==> config.mk <==
export PLATFORM = sky130hd
export DESIGN_NAME = multicycle_controller
export DESIGN_NICKNAME = d
export VERILOG_FILES = /design/src/rtl/riscv_pkg.sv /design/src/rtl/alu_decoder.sv /design/src/rtl/multicycle_controller.sv
export SDC_FILE = /design/constraint.sdc
export NUM_CORES = 1
export LEC_CHECK = 0
export BUFFER_PORTS_ARGS = -buffer_cell sky130_fd_sc_hd__buf_4
export CAP_MARGIN = 20
export CORE_MARGIN = 10
export CORE_UTILIZATION = 38
export CTS_CLUSTER_SIZE = 30
export DETAILED_ROUTE_END_ITERATION = 8
export PLACE_DENSITY_LB_ADDON = 0.15
export SYNTH_ARGS = -nofsm -noshare
export SYNTH_HDL_FRONTEND = slang
export SYNTH_SLANG_ARGS = --single-unit
==> constraint.sdc <==
create_clock -name clk -period 1.5 [get_ports clk]
set_input_delay 0.075 -clock clk [delete_from_list [all_inputs] [get_ports clk]]
set_output_delay 0.075 -clock clk [all_outputs]
set_load 0.005 [all_outputs]
==> src/rtl/riscv_pkg.sv <==
// riscv_pkg: shared encodings for the multicycle RV32I core.
// Holds opcode constants, FSM state encodings, ALUControl codes, ALUOp codes,
// ImmSrc codes and the ResultSrc / ALUSrcA / ALUSrcB mux selects. The
// controller and the datapath both import it, so each encoding is defined once.
package riscv_pkg;

   // Supported opcodes (Instr[6:0])
   localparam logic [6:0] OP_LOAD  = 7'b0000011;
   localparam logic [6:0] OP_STORE = 7'b0100011;
   localparam logic [6:0] OP_RTYPE = 7'b0110011;
   localparam logic [6:0] OP_ITYPE = 7'b0010011;
   localparam logic [6:0] OP_BEQ   = 7'b1100011;
   localparam logic [6:0] OP_JAL   = 7'b1101111;

   // Controller states; codes 11-15 are unused and recover to Fetch
   typedef enum logic [3:0] {
      S_FETCH    = 4'd0,
      S_DECODE   = 4'd1,
      S_MEMADR   = 4'd2,
      S_MEMREAD  = 4'd3,
      S_MEMWB    = 4'd4,
      S_MEMWRITE = 4'd5,
      S_EXECUTER = 4'd6,
      S_EXECUTEI = 4'd7,
      S_ALUWB    = 4'd8,
      S_BEQ      = 4'd9,
      S_JAL      = 4'd10
   } state_t;

   // ALUControl codes
   localparam logic [2:0] ALU_ADD = 3'b000;
   localparam logic [2:0] ALU_SUB = 3'b001;
   localparam logic [2:0] ALU_AND = 3'b010;
   localparam logic [2:0] ALU_OR  = 3'b011;
   localparam logic [2:0] ALU_SLT = 3'b101;

   // ALUOp: what the FSM asks the ALU decoder for
   localparam logic [1:0] ALUOP_ADD   = 2'b00;
   localparam logic [1:0] ALUOP_SUB   = 2'b01;
   localparam logic [1:0] ALUOP_FUNCT = 2'b10;

   // Immediate formats
   localparam logic [1:0] IMM_I = 2'b00;
   localparam logic [1:0] IMM_S = 2'b01;
   localparam logic [1:0] IMM_B = 2'b10;
   localparam logic [1:0] IMM_J = 2'b11;

   // ResultSrc selects
   localparam logic [1:0] RES_ALUOUT    = 2'b00;
   localparam logic [1:0] RES_DATA      = 2'b01;
   localparam logic [1:0] RES_ALURESULT = 2'b10;

   // ALUSrcA selects
   localparam logic [1:0] SRCA_PC    = 2'b00;
   localparam logic [1:0] SRCA_OLDPC = 2'b01;
   localparam logic [1:0] SRCA_RS1   = 2'b10;

   // ALUSrcB selects
   localparam logic [1:0] SRCB_RS2  = 2'b00;
   localparam logic [1:0] SRCB_IMM  = 2'b01;
   localparam logic [1:0] SRCB_FOUR = 2'b10;

   // True for the six opcodes the core executes
   function automatic logic op_supported(input logic [6:0] op);
      return (op == OP_LOAD)  || (op == OP_STORE) || (op == OP_RTYPE) ||
             (op == OP_ITYPE) || (op == OP_BEQ)   || (op == OP_JAL);
   endfunction

endpackage

==> src/rtl/alu_decoder.sv <==
// alu_decoder: turns the FSM's ALUOp plus instruction fields into ALUControl.
// Ports:
//   ALUOp      in  2  00 add, 01 sub, 10 decode from funct3/funct7b5
//   funct3     in  3  Instr[14:12]
//   op5        in  1  Instr[5]; distinguishes R-type (sub allowed) from I-type
//   funct7b5   in  1  Instr[30]
//   ALUControl out 3  ALU operation code
module alu_decoder
   import riscv_pkg::*;
(
   input  logic [1:0] ALUOp,
   input  logic [2:0] funct3,
   input  logic       op5,
   input  logic       funct7b5,
   output logic [2:0] ALUControl
);

   always_comb begin
      ALUControl = ALU_ADD;
      case (ALUOp)
         ALUOP_ADD: ALUControl = ALU_ADD;
         ALUOP_SUB: ALUControl = ALU_SUB;
         ALUOP_FUNCT: begin
            case (funct3)
               // addi has no sub form: Instr[30] is immediate data there
               3'b000:  ALUControl = (op5 & funct7b5) ? ALU_SUB : ALU_ADD;
               3'b010:  ALUControl = ALU_SLT;
               3'b110:  ALUControl = ALU_OR;
               3'b111:  ALUControl = ALU_AND;
               default: ALUControl = ALU_ADD;
            endcase
         end
         default: ALUControl = ALU_ADD;
      endcase
   end

endmodule

==> src/rtl/multicycle_controller.sv <==
// multicycle_controller: Moore-FSM control unit for the multicycle RV32I core
// (lw, sw, R-type, I-type ALU, beq, jal) with a shared instruction/data memory.
// Ports:
//   clk, reset (async, active-low)
//   op, funct3, funct7b5  instruction fields from the instruction register
//   zero                  ALU zero flag (beq)
//   MemReady              memory finishes the current access this cycle
//   PCWrite, AdrSrc, MemWrite, IRWrite, ResultSrc, ALUSrcA, ALUSrcB,
//   ALUControl, ImmSrc, RegWrite   datapath controls
//   Illegal               one-cycle pulse in Decode for an unsupported opcode
//   state                 current FSM state (debug)
// All outputs are combinational from the current state and inputs.
module multicycle_controller
   import riscv_pkg::*;
(
   input  logic       clk,
   input  logic       reset,
   input  logic [6:0] op,
   input  logic [2:0] funct3,
   input  logic       funct7b5,
   input  logic       zero,
   input  logic       MemReady,
   output logic       PCWrite,
   output logic       AdrSrc,
   output logic       MemWrite,
   output logic       IRWrite,
   output logic [1:0] ResultSrc,
   output logic [1:0] ALUSrcA,
   output logic [1:0] ALUSrcB,
   output logic [2:0] ALUControl,
   output logic [1:0] ImmSrc,
   output logic       RegWrite,
   output logic       Illegal,
   output logic [3:0] state
);

   state_t     r_state;
   logic [1:0] w_alu_op;
   logic       w_branch;
   logic       w_pc_update;
   logic       w_ir_write;
   logic       w_mem_write;
   logic       w_reg_write;

   // State register; reset assertion takes effect immediately
   always_ff @(posedge clk or negedge reset) begin
      if (!reset) begin
         r_state <= S_FETCH;
      end else begin
         case (r_state)
            S_FETCH:    if (MemReady) r_state <= S_DECODE;
            S_DECODE: begin
               case (op)
                  OP_LOAD, OP_STORE: r_state <= S_MEMADR;
                  OP_RTYPE:          r_state <= S_EXECUTER;
                  OP_ITYPE:          r_state <= S_EXECUTEI;
                  OP_BEQ:            r_state <= S_BEQ;
                  OP_JAL:            r_state <= S_JAL;
                  default:           r_state <= S_FETCH;  // illegal: nop
               endcase
            end
            S_MEMADR:   r_state <= (op == OP_LOAD) ? S_MEMREAD : S_MEMWRITE;
            S_MEMREAD:  if (MemReady) r_state <= S_MEMWB;
            S_MEMWRITE: if (MemReady) r_state <= S_FETCH;
            S_EXECUTER, S_EXECUTEI, S_JAL: r_state <= S_ALUWB;
            // MemWB, ALUWB, BEQ and the unused codes all return to Fetch
            default:    r_state <= S_FETCH;
         endcase
      end
   end

   // Moore outputs; Fetch additionally follows MemReady so IR/PC only
   // load when the instruction word is actually on the bus
   always_comb begin
      AdrSrc      = 1'b0;
      ResultSrc   = RES_ALUOUT;
      ALUSrcA     = SRCA_PC;
      ALUSrcB     = SRCB_RS2;
      w_alu_op    = ALUOP_ADD;
      w_branch    = 1'b0;
      w_pc_update = 1'b0;
      w_ir_write  = 1'b0;
      w_mem_write = 1'b0;
      w_reg_write = 1'b0;
      case (r_state)
         S_FETCH: begin
            w_ir_write  = MemReady;
            w_pc_update = MemReady;
            ALUSrcB     = SRCB_FOUR;
            ResultSrc   = RES_ALURESULT;
         end
         S_DECODE: begin
            ALUSrcA = SRCA_OLDPC;
            ALUSrcB = SRCB_IMM;
         end
         S_MEMADR: begin
            ALUSrcA = SRCA_RS1;
            ALUSrcB = SRCB_IMM;
         end
         S_MEMREAD:  AdrSrc = 1'b1;
         S_MEMWB: begin
            ResultSrc   = RES_DATA;
            w_reg_write = 1'b1;
         end
         S_MEMWRITE: begin
            AdrSrc      = 1'b1;
            w_mem_write = 1'b1;
         end
         S_EXECUTER: begin
            ALUSrcA  = SRCA_RS1;
            w_alu_op = ALUOP_FUNCT;
         end
         S_EXECUTEI: begin
            ALUSrcA  = SRCA_RS1;
            ALUSrcB  = SRCB_IMM;
            w_alu_op = ALUOP_FUNCT;
         end
         S_ALUWB:    w_reg_write = 1'b1;
         S_BEQ: begin
            ALUSrcA  = SRCA_RS1;
            w_alu_op = ALUOP_SUB;
            w_branch = 1'b1;
         end
         S_JAL: begin
            ALUSrcA     = SRCA_OLDPC;
            ALUSrcB     = SRCB_FOUR;
            w_pc_update = 1'b1;
         end
         default: ;
      endcase
   end

   // Write enables are gated by reset so none leaks while reset is low
   assign PCWrite  = reset & (w_pc_update | (w_branch & zero));
   assign IRWrite  = reset & w_ir_write;
   assign MemWrite = reset & w_mem_write;
   assign RegWrite = reset & w_reg_write;
   assign Illegal  = reset & (r_state == S_DECODE) & ~op_supported(op);
   assign state    = r_state;

   always_comb begin
      case (op)
         OP_STORE: ImmSrc = IMM_S;
         OP_BEQ:   ImmSrc = IMM_B;
         OP_JAL:   ImmSrc = IMM_J;
         default:  ImmSrc = IMM_I;
      endcase
   end

   alu_decoder u_alu_decoder (
      .ALUOp      (w_alu_op),
      .funct3     (funct3),
      .op5        (op[5]),
      .funct7b5   (funct7b5),
      .ALUControl (ALUControl)
   );

endmodule

==> flow_metrics.py, run 1 <==
metrics = {
    "outcome": {
        "status": "finished with violations",
        "violations": "negative setup slack",
    },
    "final_layout": {
        "most-common-layout-cells": "buf_4, nand2_1, buf_6, nor2_1",
        "area.sequential_sq_um": 103,
        "areaGrowthSynthToFinish_pct": 102,
        "fill_cells": 93,
        "fin_nets": 155,
        "antenna_cells_inserted": 0,
        "final_common_cell": "buf_4",
        "layout.cell_area.non_filler_sq_um": 1260,
        "final_layout_size_suffix_gt1_frac": 0.691,
        "largest_reg_flops": 4,
        "multi_input_comb_area_sq_um": 639,
    },
    "synth": {
        "yosysSeqAreaShare": 0.161,
        "ys_ff_latch": 4,
        "syn_inst": 82,
        "netlist_cell_types": 38,
        "avgSynthCellArea_sq_um": 7.60,
        "synthesis.nets": 99,
        "yosys_warnings": 0,
        "post_synth_instance_area_sq_um": 623,
    },
    "critical_path": {
        "cp_data_arrival_time_ns": 1.57,
        "critical-path-slowest-cell": "dfrtp_1",
        "nature_of_the_critical_path_startpoint": "flop",
        "worst-endpoint-required_ns": 1.42,
        "critPathTopFamily": "simple AND/OR/NAND/NOR gates",
        "setup.reg_to_reg.worst_slack_ns": -0.09,
        "worst_r2r_startpoint": "state[2]$_DFFE_PN0P_",
        "rr_worst_depth": 6,
        "cp.buffers_inverters": 2,
        "crit_path_max_cell_delay_ns": 0.41,
        "timing.setup.critical_path_class": "reg -> out",
        "setup.worst_path.end_class": "primary output",
        "critPathMaxFanout": 3,
        "worstReg2RegEnd": "state[2]$_DFFE_PN0P_",
        "crit_chain": "nor2b_2 -> nand2_2 -> inv_2 -> ha_4 -> nor3b_2 -> buf_4",
    },
    "grt": {
        "largest_net_degree_at_the_start_of_global_routing": 18,
        "grt_antenna_before_repair": 0,
        "track_usage": 0.122,
        "globalRouteMet2Util": 0.222,
        "vias_in_the_first_global_route": 798,
        "globalRouteOverflowTotal": 0,
        "grt_most_used_layer": "met2",
        "grt_first_pass_wirelength_um": 3620,
        "grt_use_met1": 0.135,
        "met3_demand_to_capacity_share_in_global_routing": 0.0251,
    },
    "routing": {
        "wirelength_um": 2480,
        "drc_violations": 0,
        "detail_route.iter0.violations": 17,
        "avgRoutedWirePerCell_um": 16.3,
        "final_antenna_net_count": 0,
        "mean_number_of_vias_per_cell": 5.42,
        "detailroute.via_count": 824,
        "drt_pre_antenna_iters": 4,
    },
    "clock_tree": {
        "clk-insertion-delay-late_ns": 0.24,
        "clk_root_buffer_cell": "clkbuf_4",
        "cts_max_level": 1,
        "tritoncts_clock_tree": "built",
        "clock_sink_count": 4,
        "max-clock-path-buffers": 2,
        "num_cts_buffers": 3,
        "clk_pin_slew_worst_paths_ns": 0.04,
    },
    "die": {
        "rows": 14,
        "die_h_um": 60.5,
        "die_width_um": 60.5,
        "design.portCount": 36,
        "coreArea_sq_um": 1520,
        "dieArea_sq_um": 3660,
        "starting_density": 0.409,
    },
    "power": {
        "power_density_nw_per_um2": 395,
        "power.static_leakage_nw": 0.576,
        "finalPower_uw": 498,
        "peak_ir_drop_on_the_vdd_network_mv": 0.298,
    },
    "job": {
        "timing.max_cap.violations": 0,
    },
    "timing": {
        "setup_violations": 7,
        "fin_ws_ns": -0.149,
        "final.setup.tns_ns": -0.568,
        "timing.hold.ws_ns": 0.179,
        "maxSlewHeadroom": 0.722,
        "final.period_utilization": 1.10,
        "clock.fmax_mhz": 606,
        "tightest_slew_ns": 0.416,
        "timing.clock.skew_ns": 0.00295,
        "rsz0062_at_grt": "true",
        "hold_violations_final": 0,
        "final-max-slew-violation-count": 0,
        "finalCriticalPeriod_ns": 1.65,
    },
    "placed_design": {
        "dp.final_hpwl_um": 1710,
        "post_dp_cell_area_sq_um": 961,
        "gp_congestion": 0.831,
        "quantity_of_i_o_buffers_inserted_on_ports": 35,
        "dpl_worst_slack_ns": 0.00608,
    },
    "min_path": {
        "worst_hold_path.endpoint": "state[0]$_DFFE_PN0P_",
        "hold_class": "in -> reg",
        "min_path_cells": 3,
        "timing.hold.worst.start": "op[4]",
    },
}
power by group:
part	internal, mW	switching (mW)
clock network	0.0902	0.0545
logic	0.133	0.104
registers	0.112	0.00364
total	0.336	0.162
area by class of cell:
cell class                      instances  share of cell area
Multi-Input combinational cell         69               0.507
Tap cell                               16              0.0159
Timing Repair Buffer                   56               0.366
Clock buffer                            3              0.0179
Sequential cell                         4              0.0813
Inverter                                4              0.0119
worst max-delay path by stage:
stage                    startpoint            end  slack, ns  cells after the start
2_1_floorplan  state[2]$_DFFE_PN0P_  ALUControl[0]      0.007                      8
3_3_place_gp   state[2]$_DFFE_PN0P_  ALUControl[0]       0.09                      8
3_5_place_dp   state[2]$_DFFE_PN0P_  ALUControl[0]      0.006                      8
4_1_cts        state[2]$_DFFE_PN0P_        Illegal      -0.15                      6
5_1_grt        state[1]$_DFFE_PN0P_  ALUControl[1]      -0.21                      6
6_report       state[1]$_DFFE_PN0P_  ALUControl[1]      -0.15                      6
worst reg2reg max path, delay by kind of cell, from the launching register on:
family          cells  cell delay (ns)
compound gates      2             0.45
flops               1             0.43
buf+inv             3             0.40
simple gates        1             0.21
metal layers:
layer | vias to the layer above | wire, um
met1 | 392 | 984
met4 | 0 | 12
li1 | 406 | -
met5 | - | 0
met2 | 22 | 1370
met3 | 4 | 114
timing repair:
action                                  4_1_cts  5_1_grt
hold buffers                                  1        0
resized for setup                            26       17
endpoints found under the setup margin        5       15
pin swaps                                     9       10
setup buffers                                 6        5
hold endpoints to repair                      4        0
Yosys cell counts, drive strengths merged:
master   n  area share
a211oi   1       0.012
a21boi   1       0.012
a21oi    4       0.032
a22o     1       0.014
a32o     1       0.018
and2     1       0.010
and3     1       0.010
and3b    2       0.030
and4     1       0.014
buf      5       0.040
dfrtp    4        0.16
ha       2       0.040
inv      4       0.024
mux2i    1       0.016
nand2    8       0.048
nand2b   5       0.050
nand3    1      0.0080
nand3b   1       0.012
nand4bb  1       0.044
nor2     6       0.036
nor2b    6       0.060
nor3     5       0.040
nor3b    1       0.012
nor4     1       0.010
nor4b    1       0.024
o211ai   1       0.012
o21a     1       0.012
o21ai    3       0.024
o21bai   1       0.012
o22ai    2       0.030
o32a     1       0.016
o32ai    2       0.028
or2b     1       0.012
or4      1       0.018
xnor2    2       0.028
xor2     2       0.028
logic make-up after synthesis:
group                      after synthesis  share of synthesized area
xor gates and xnor gates                 4                     0.0562
and+or+nand+nor                         43                      0.440
buffers and inverters                    9                     0.0642
DFF                                      4                      0.161
muxes                                    1                     0.0161
adders and majority gates                2                     0.0402
AOI/OAI and AO/OA                       19                      0.223
stage by stage:
step | utilization | instances
6_report | 0.828 | 152
5_1_grt | 0.828 | 152
4_1_cts | 0.746 | 147
3_5_place_dp | 0.631 | 137
3_3_place_gp | 0.631 | 137
2_1_floorplan | - | 82
(Power assumes the default switching activity.)
==> run 2, diff against run 1 <==
CORE_UTILIZATION = 32   (was 38)
PLACE_DENSITY = 0.75   (was unset)
PLACE_DENSITY_LB_ADDON = unset   (was 0.15)
==> run 2 against run 1 <==
The run still ends with negative setup slack left; worst hold slack worse by 0.0049 ns; clock skew shrank 0.0014 ns; maximum frequency grew 2.2%; via count down 5.3%; combinational power shrank 14%; wire length shrank 7.7%; non-clock buffer count fell by 7; register-to-register slack improved by 0.22 ns; sequential share of layout area rose by 1.0 points; total power fell by 7.2%; clock power barely moved; final area shrank 11%; critical path type unchanged.
==> flow_metrics.py, run 2 (synthesis gave the netlist of run 1 again) <==
metrics = {
    "outcome": {
        "status": "finished with violations",
        "violations": "negative setup slack",
    },
    "critical_path": {
        "critical-path-slowest-cell": "dfrtp_1",
        "setup.worst_path.end_class": "primary output",
        "critPathTopFamily": "flip-flops",
        "critPathMaxFanout": 12,
        "crit_path_max_cell_delay_ns": 0.41,
        "worst-path-stages": 7,
        "setup.reg_to_reg.worst_slack_ns": 0.13,
        "rr_worst_depth": 4,
        "worst-endpoint-required_ns": 1.42,
        "cp_data_arrival_time_ns": 1.54,
        "timing.setup.critical_path_class": "reg -> out",
        "cp.buffers_inverters": 2,
        "nature_of_the_critical_path_startpoint": "flop",
        "crit_chain": "buf_12 -> and2_4 -> ha_4 -> nor2b_2 -> o21ai_1 -> a21oi_1 -> buf_4",
    },
    "timing": {
        "timing.clock.skew_ns": 0.00152,
        "final.period_utilization": 1.08,
        "final.setup.tns_ns": -0.232,
        "final-max-slew-violation-count": 0,
        "setup_violations": 5,
        "hold_violations_final": 0,
        "maxSlewHeadroom": 0.756,
        "fin_ws_ns": -0.113,
        "finalCriticalPeriod_ns": 1.61,
        "timing.hold.ws_ns": 0.174,
        "tightest_slew_ns": 0.363,
        "rsz0062_at_grt": "true",
        "clock.fmax_mhz": 620,
    },
    "final_layout": {
        "fin_nets": 148,
        "final_layout_size_suffix_gt1_frac": 0.558,
        "areaGrowthSynthToFinish_pct": 80.1,
        "antenna_cells_inserted": 0,
        "layout.cell_area.non_filler_sq_um": 1120,
        "final_common_cell": "buf_4",
        "most-common-layout-cells": "buf_4, nand2_1, nand2b_1",
        "largest_reg_flops": 4,
        "final_core_util": 0.629,
        "stdcell_count": 154,
    },
    "power": {
        "finalPower_uw": 462,
        "power_density_nw_per_um2": 411,
        "peak_ir_drop_on_the_vdd_network_mv": 0.298,
        "power.static_leakage_nw": 0.522,
    },
    "routing": {
        "mean_number_of_vias_per_cell": 5.06,
        "wirelength_um": 2290,
        "detailroute.via_count": 780,
        "final_antenna_net_count": 0,
        "drc_violations": 0,
        "avgRoutedWirePerCell_um": 14.9,
        "detail_route.iter0.violations": 10,
        "drt_pre_antenna_iters": 4,
    },
    "die": {
        "die_h_um": 64.1,
        "rows": 15,
        "starting_density": 0.349,
        "coreArea_sq_um": 1780,
        "die_width_um": 64.1,
        "design.portCount": 36,
        "dieArea_sq_um": 4110,
    },
    "clock_tree": {
        "clk-insertion-delay-late_ns": 0.24,
        "clk_pin_slew_worst_paths_ns": 0.04,
        "num_cts_buffers": 3,
        "clk_root_buffer_cell": "clkbuf_4",
        "tritoncts_clock_tree": "built",
        "cts_max_level": 1,
        "max-clock-path-buffers": 2,
        "clock_sink_count": 4,
    },
    "grt": {
        "track_usage": 0.102,
        "largest_net_degree_at_the_start_of_global_routing": 18,
        "globalRouteOverflowTotal": 0,
        "grt_antenna_before_repair": 0,
        "grt_first_pass_wirelength_um": 3480,
        "vias_in_the_first_global_route": 750,
    },
    "placed_design": {
        "post_dp_cell_area_sq_um": 965,
        "gp_congestion": 0.815,
        "dp_cells": 145,
        "dpl_worst_slack_ns": 0.0758,
        "dp.final_hpwl_um": 1700,
        "quantity_of_i_o_buffers_inserted_on_ports": 35,
    },
    "min_path": {
        "hold_class": "in -> reg",
        "min_path_cells": 3,
    },
    "job": {
        "timing.max_cap.violations": 0,
    },
}
run 2: cell type report:
type                       count  area, sq um
timing repair buffer          49          387
multi-input combinational     69          564
clock buffer                   3         22.5
inverter                       4         15.0
sequential                     4          103
fill                         145          661
tap                           25         31.3
run 2: timing repair:
| action | 4_1_cts | 5_1_grt |
|---|---|---|
| hold buffers | 1 | 0 |
| setup endpoints to repair | 5 | 5 |
| setup buffers | 1 | 4 |
| gates resized for setup | 12 | 11 |
| pin swaps | 4 | 6 |
| endpoints found under the hold margin | 4 | 0 |
| cloned | 0 | 0 |
run 2: layer usage:
metal,track usage,up-vias,part of all wire
li1,-,391,-
met1,0.114,364,0.45
met2,0.173,23,0.49
met3,0.0314,2,0.052
met4,0.0481,0,0.0074
met5,0,-,0
run 2: path summary, 6_finish.rpt:
check,start,end
worst max-delay path,state[1]$_DFFE_PN0P_,ALUControl[0]
worst min-delay path,op[4],state[0]$_DFFE_PN0P_
worst max register to register,state[2]$_DFFE_PN0P_,state[2]$_DFFE_PN0P_
worst min register to register,state[1]$_DFFE_PN0P_,state[3]$_DFFE_PN0P_
max in group asynchronous,reset,state[3]$_DFFE_PN0P_
min in group asynchronous,reset,state[0]$_DFFE_PN0P_
run 2: tightest hold or removal path, stage by stage:
cell      delay [ns]
buf_4           0.10
a21boi_0        0.09
o32ai_1         0.11
run 2: power by group:
| part | internal (mW) | leakage (nW) | switching (mW) |
|---|---|---|---|
| logic | 0.114 | 0.458 | 0.0906 |
| registers | 0.112 | 0.0506 | 0.00324 |
| clock network | 0.0900 | 0.0138 | 0.0516 |
